--- src/rtl/nand_flash_target_pkg.sv ---
// Shared definitions for the NAND flash target: command opcodes, FSM states and read-out modes.
package nand_flash_target_pkg;

    localparam logic [7:0] CMD_READ1  = 8'h00;
    localparam logic [7:0] CMD_READ2  = 8'h30;
    localparam logic [7:0] CMD_PROG1  = 8'h80;
    localparam logic [7:0] CMD_PROG2  = 8'h10;
    localparam logic [7:0] CMD_STATUS = 8'h70;
    localparam logic [7:0] CMD_ID     = 8'h90;
    localparam logic [7:0] CMD_RESET  = 8'hFF;

    typedef enum logic [1:0] {
        ST_IDLE     = 2'd0,
        ST_ADDR     = 2'd1,
        ST_WAIT_CFM = 2'd2,
        ST_DIN      = 2'd3
    } state_t;

    typedef enum logic {
        OP_RD = 1'b0,
        OP_PG = 1'b1
    } op_t;

    typedef enum logic [1:0] {
        OM_DATA   = 2'd0,
        OM_STATUS = 2'd1,
        OM_ID     = 2'd2
    } out_mode_t;

endpackage

--- src/rtl/nand_flash_target_strobe_sync.sv ---
// Edge detection on the active-low write/read strobes, qualified by chip enable.
module nand_strobe_sync (
    input  logic clk0,
    input  logic reset,
    input  logic ce,
    input  logic we,
    input  logic re,
    output logic we_rise_c,
    output logic re_fall_c
);

    logic we_q;
    logic re_q;

    // Strobes idle high, so the history flops reset high to avoid a false edge.
    always_ff @(posedge clk0 or negedge reset) begin
        if (!reset) begin
            we_q <= 1'b1;
            re_q <= 1'b1;
        end else begin
            we_q <= we;
            re_q <= re;
        end
    end

    assign we_rise_c = !ce && !we_q && we;
    assign re_fall_c = !ce && re_q && !re;

endmodule

--- src/rtl/nand_flash_target.sv ---
// Pin-level NAND flash target: command/address latching, page read, program, status, ID and ready/busy.
module nand_flash_target
    import nand_flash_target_pkg::*;
#(
    parameter int unsigned PAGE_BYTES   = 16,
    parameter int unsigned PAGES        = 4,
    parameter int unsigned TR_CYCLES    = 8,
    parameter int unsigned TPROG_CYCLES = 32,
    parameter int unsigned TRST_CYCLES  = 4,
    parameter logic [7:0]  ID_BYTE0     = 8'hEC,
    parameter logic [7:0]  ID_BYTE1     = 8'h73
) (
    input  logic       clk0,
    input  logic       reset,
    input  logic       flash_ce,
    input  logic       flash_cle,
    input  logic       flash_ale,
    input  logic       flash_we,
    input  logic       flash_re,
    input  logic       flash_wp,
    input  logic [7:0] flash_din,
    output logic [7:0] flash_dout,
    output logic       flash_oe,
    output logic       flash_rb
);

    localparam int unsigned COL_W  = (PAGE_BYTES > 1) ? $clog2(PAGE_BYTES) : 1;
    localparam int unsigned PAGE_W = (PAGES > 1) ? $clog2(PAGES) : 1;
    localparam int unsigned CNT_W  = 16;

    state_t          state;
    op_t             op;
    out_mode_t       out_mode;
    logic [COL_W-1:0] col;
    logic [7:0]      page;
    logic            addr_cnt;
    logic [CNT_W-1:0] busy_cnt;
    logic            prog_pend;
    logic            fail;
    logic            id_idx;
    logic [7:0]      mem  [PAGES][PAGE_BYTES];
    logic [7:0]      pbuf [PAGE_BYTES];

    logic            we_rise_c;
    logic            re_fall_c;
    logic            busy_c;
    logic            page_ok_c;
    logic            is_cmd_c;
    logic            is_addr_c;
    logic            is_data_c;
    logic [COL_W-1:0] col_inc_c;
    logic [7:0]      rd_byte_c;
    logic [7:0]      status_c;

    nand_strobe_sync u_strobe (
        .clk0      (clk0),
        .reset     (reset),
        .ce        (flash_ce),
        .we        (flash_we),
        .re        (flash_re),
        .we_rise_c (we_rise_c),
        .re_fall_c (re_fall_c)
    );

    // Decode of the current byte and read-side data selection.
    always_comb begin
        busy_c    = (busy_cnt != '0);
        page_ok_c = (32'(page) < PAGES);
        is_cmd_c  = flash_cle && !flash_ale;
        is_addr_c = flash_ale && !flash_cle;
        is_data_c = !flash_ale && !flash_cle;
        col_inc_c = (32'(col) == PAGE_BYTES - 1) ? '0 : col + COL_W'(1);
        rd_byte_c = 8'hFF;
        if (page_ok_c) begin
            rd_byte_c = mem[page[PAGE_W-1:0]][col];
        end
        // Bit 7 high while the part is not write-protected.
        status_c  = {flash_wp, !busy_c, 5'b0, fail};
    end

    always_ff @(posedge clk0 or negedge reset) begin
        if (!reset) begin
            state      <= ST_IDLE;
            op         <= OP_RD;
            out_mode   <= OM_DATA;
            col        <= '0;
            page       <= '0;
            addr_cnt   <= 1'b0;
            busy_cnt   <= '0;
            prog_pend  <= 1'b0;
            fail       <= 1'b0;
            id_idx     <= 1'b0;
            flash_dout <= 8'h00;
            flash_oe   <= 1'b0;
            flash_rb   <= 1'b1;
            for (int p = 0; p < int'(PAGES); p++) begin
                for (int b = 0; b < int'(PAGE_BYTES); b++) begin
                    mem[p][b] <= 8'hFF;
                end
            end
            for (int b = 0; b < int'(PAGE_BYTES); b++) begin
                pbuf[b] <= 8'hFF;
            end
        end else begin
            flash_oe <= !flash_ce && !flash_re;
            flash_rb <= !busy_c;

            // Busy countdown; a pending program commits on the final step.
            if (busy_c) begin
                busy_cnt <= busy_cnt - CNT_W'(1);
                if (busy_cnt == CNT_W'(1) && prog_pend) begin
                    for (int b = 0; b < int'(PAGE_BYTES); b++) begin
                        mem[page[PAGE_W-1:0]][b] <= mem[page[PAGE_W-1:0]][b] & pbuf[b];
                    end
                    prog_pend <= 1'b0;
                end
            end

            if (we_rise_c) begin
                if (is_cmd_c) begin
                    if (flash_din == CMD_STATUS) begin
                        out_mode <= OM_STATUS;
                    end else if (flash_din == CMD_RESET) begin
                        state     <= ST_IDLE;
                        prog_pend <= 1'b0;
                        col       <= '0;
                        busy_cnt  <= CNT_W'(TRST_CYCLES);
                    end else if (!busy_c) begin
                        case (state)
                            ST_IDLE: begin
                                if (flash_din == CMD_READ1) begin
                                    state    <= ST_ADDR;
                                    op       <= OP_RD;
                                    addr_cnt <= 1'b0;
                                end else if (flash_din == CMD_PROG1) begin
                                    state    <= ST_ADDR;
                                    op       <= OP_PG;
                                    addr_cnt <= 1'b0;
                                    for (int b = 0; b < int'(PAGE_BYTES); b++) begin
                                        pbuf[b] <= 8'hFF;
                                    end
                                end else if (flash_din == CMD_ID) begin
                                    out_mode <= OM_ID;
                                    id_idx   <= 1'b0;
                                end
                            end
                            ST_ADDR: begin
                                state <= ST_IDLE;
                            end
                            ST_WAIT_CFM: begin
                                if (flash_din == CMD_READ2) begin
                                    busy_cnt <= CNT_W'(TR_CYCLES);
                                    out_mode <= OM_DATA;
                                end
                                state <= ST_IDLE;
                            end
                            ST_DIN: begin
                                if (flash_din == CMD_PROG2) begin
                                    if (!flash_wp || !page_ok_c) begin
                                        fail <= 1'b1;
                                    end else begin
                                        fail      <= 1'b0;
                                        prog_pend <= 1'b1;
                                    end
                                    busy_cnt <= CNT_W'(TPROG_CYCLES);
                                    state    <= ST_IDLE;
                                end
                            end
                            default: state <= ST_IDLE;
                        endcase
                    end
                end else if (!busy_c && is_addr_c && state == ST_ADDR) begin
                    if (!addr_cnt) begin
                        col      <= flash_din[COL_W-1:0];
                        addr_cnt <= 1'b1;
                    end else begin
                        page  <= flash_din;
                        state <= (op == OP_PG) ? ST_DIN : ST_WAIT_CFM;
                    end
                end else if (!busy_c && is_data_c && state == ST_DIN) begin
                    pbuf[col] <= flash_din;
                    col       <= col_inc_c;
                end
            end else if (re_fall_c && (!busy_c || out_mode == OM_STATUS)) begin
                case (out_mode)
                    OM_DATA: begin
                        flash_dout <= rd_byte_c;
                        col        <= col_inc_c;
                    end
                    OM_STATUS: flash_dout <= status_c;
                    OM_ID: begin
                        flash_dout <= id_idx ? ID_BYTE1 : ID_BYTE0;
                        id_idx     <= 1'b1;
                    end
                    default: flash_dout <= 8'hFF;
                endcase
            end
        end
    end

endmodule

--- config.mk ---
export PLATFORM = sky130hd
export DESIGN_NAME = nand_flash_target
export DESIGN_NICKNAME = d
export VERILOG_FILES = /design/src/rtl/nand_flash_target_pkg.sv /design/src/rtl/nand_flash_target_strobe_sync.sv /design/src/rtl/nand_flash_target.sv
export SDC_FILE = /design/constraint.sdc
export NUM_CORES = 1
export LEC_CHECK = 0
export BUFFER_PORTS_ARGS = -buffer_cell sky130_fd_sc_hd__buf_2
export CORE_MARGIN = 4
export CORE_UTILIZATION = 55
export CTS_BUF_LIST = sky130_fd_sc_hd__clkbuf_8
export DETAILED_ROUTE_END_ITERATION = 12
export PLACE_DENSITY = 0.76
export SYNTH_ARGS = -nofsm -noshare
export SYNTH_HDL_FRONTEND = slang
export SYNTH_HIERARCHICAL = 1
export SYNTH_SLANG_ARGS = --single-unit
--- constraint.sdc ---
create_clock -name clk0 -period 3.6 [get_ports clk0]
set_input_delay 0.54 -clock clk0 [delete_from_list [all_inputs] [get_ports clk0]]
set_output_delay 0.54 -clock clk0 [all_outputs]
set_load 0.05 [all_outputs]
==> qor.csv <==
metric,value,unit
cellPowerDensity,476.6,nW/µm²
diodes,0,
final_cell_count_no_fill,3908,
timing.critical_path.arrival,3.80,ns
worst_skew_pair.late_latency,0.71,ns
critical_path_required,4.20,ns
most_frequent_cells_in_the_layout,"nand2_1 (707), dfstp_2 (643), o21ai_0 (413)",
drv.max_cap_violation_count,0,
cts_buffer_depth,3,
r2r_setup_slk,0.40,ns
whs,0.1381,ns
worstReg2RegEnd,mem[436],
p_leak,12.61,nW
synth-compound-area-share,13.68,%
synthCells,3041,
first_global_vias,24699,
placeableCoreArea,56820,µm²
routed_wire_length_per_instance,21.44,µm
min_path_cells,2,
netlist-cell-type-count,64,
yosysWarningCount,6,
htreeDepth,3,
final.setup.tns,0,ns
layout.cells.most_common,nand2_1,
met2RoutedLength,39710,µm
pre_cts_setup_slack,0.4284,ns
route.detailed.vias_per_inst,6.170,
grt_setup_unrepaired,false,
r2r_cells,7,
gp_congestion,0.8750,
cts_made_buffers,107,
layout-drive-gt1-share,34.99,%
timing.final.hold_violations,0,
hold_path_end,fail,
postLayoutSetupSlackWorst,0.4028,ns
die_h,248.7,µm
synthesis.nets,3063,
routed-via-count,24111,
ys_dominant_reg_cell,dfstp_2,
min_from,flash_wp,
clkSlewWorstSetupHoldPaths,0.06,ns
share_comb_of_total_power,11.4,%
setup.worst_path.start_class,flip-flop,
antenna_left,0,
status,finished clean,
met1Wirelength,33720,µm
placed_cell_count,3716,
met3_wirelength,6442,µm
grt_pass1_wl,136200,µm
timing_worst_slew_pin_value,0.9278,ns
crit_fanout,44,
syn_area_per_cell,10.48,µm²
routed_wl,83780,µm
synth.mux.area_fraction,11.79,%
topmost_layer_with_routed_signal_wires,met5,
internal_power_component,12.35,mW
buffer_ports.inserted,25,
synth_enable_flop_cells,0,
die_area,61840,µm²
max_slew_headroom,38.15,%
finalWorstPathRequiredPeriod,3.197,ns
finalNetCount,3095,
grt_max_degree,157,
gr-total-overflow,0,
xor_xnor_portion_of_the_synthesized_cell_area,0.3024,%
fmax,0.3128,GHz
start_util,56.07,%
timing.final.crit_share,88.81,%
timing.final.setup_violations,0,
detailedRoute.firstPassIterationCount,5,
holdCritPathClass,in -> reg,
die_w,248.7,µm
sw_power,4.553,mW
cts_tree,built,
cts_sinks,689,
power_frac_clock,41.5,%
pin_count,26,
slew_violations,0,
grt_antenna_before_repair,1,
post_synth_instance_area,31860,µm²
post-dp-hpwl,54080,µm
synth_top_family_by_area,simple AND/OR/NAND/NOR gates,
drt_first_iter_violations,2438,
vdd.ir_drop.worst,328.4,µV
flow.area_growth_from_synthesis,11.33,%
p_sw_share,26.93,%
synthArstFlopShare,100.0,%
regToRegStartpoint,busy_cnt[8],
num_rows,87,
detail_route.drc_violations,0,
synth_seq_area_share,56.65,%
grtUsageTotal,27.13,%
skew,0.02245,ns
synth_simple_gate_area_share,14.37,%
postSynthRegisterBits,689,
synth-adder-area-share,0.2356,%
cts.root.buffer_cell,clkbuf_8,
criticalPathCategory,reg -> reg,
share_seq_of_total_power,47.1,%
worst_setup_path_end_kind,flip-flop,
## cell usage after synthesis, types with 28 or more instances
cell type  number  area (µm²)
a21oi_1       149       745.7
a22oi_1        33       247.7
buf_1          29       108.9
buf_2          47       235.2
clkbuf_1      137       514.2
dfrtp_1        46        1151
dfstp_2       643       16890
mux2i_1        50       500.5
mux4_2        138        3108
nand2_1       707        2654
nand2b_1       28       175.2
nand3_1        36       180.2
nor2_1        217       814.5
o21ai_0       413        2067
o21ai_1       128       640.6
## registers in the layout, summed over array words and instances (netlist names)
name,flops
id_idx,1
page,8
flash_rb,1
out_mode,2
prog_pend,1
u_strobe/we_q,1
col,4
flash_dout,8
op,1
mem,512
busy_cnt,16
flash_oe,1
state,2
u_strobe/re_q,1
pbuf,128
fail,1
addr_cnt,1
## power groups by stage
stage	Clock, mW	Sequential [mW]	Combinational, mW
floorplan	0	8.00	0.990
global placement	0	8.07	1.83
detailed placement	0	8.07	1.85
CTS	7.13	7.96	1.86
global route	7.50	7.97	2.01
finish	7.02	7.97	1.92
## per-layer routing
layer,up-vias,global-route usage [%]
met4,2,12.50
met1,12102,36.32
met2,1032,43.07
li1,10715,-
met3,260,5.653
met5,-,0
## worst max path at each step
stage                      startpoint        to  slack (ns)  cells after the start
after CTS                 busy_cnt[8]  mem[419]        0.41                      7
after global routing      busy_cnt[8]  mem[499]        0.23                      7
after floorplan           busy_cnt[8]  mem[497]        0.88                     10
after detailed placement  busy_cnt[8]  mem[418]        0.43                      7
after global placement    busy_cnt[8]  mem[483]        0.53                      7
final                     busy_cnt[8]  mem[436]        0.40                      7
## stage by stage
step	area (µm²)	util (%)	power, mW
finish	35470	62.42	16.91
global route	35470	62.42	17.49
CTS	35470	62.42	16.95
detailed placement	33130	58.31	9.921
global placement	33130	58.31	9.897
floorplan	31860	-	8.986
## kinds of logic after synthesis
kind of cell,Yosys count
buffers and inverters,227
AND/OR/NAND/NOR,1103
XOR/XNOR,11
flip-flops,689
multiplexers,201
AO/OA/AOI/OAI,804
adder cells (fa/ha/maj),6
## critical path, stage by stage (launching register included)
cell	delay, ns
dfrtp_1	0.42
or4_1	0.67
nor4_4	0.50
and3_1	0.38
or3b_4	0.57
buf_4	0.34
nand2_1	0.14
o21ai_1	0.07
## timing repair
item,in CTS,in global routing
buffers inserted,0,0
resized for setup,0,0
hold buffers,4,0
endpoints found under the hold margin,7,0
## final cells by class
class / count / area (µm²)
fill: 4464 / 21350
multi-input combinational: 2125 / 12890
clock inverter: 59 / 519.2
inverter: 9 / 33.78
clock buffer: 129 / 1775
tap: 756 / 945.9
timing repair buffer: 141 / 1254
sequential: 689 / 18050
Power figures use the tool's default switching activity.
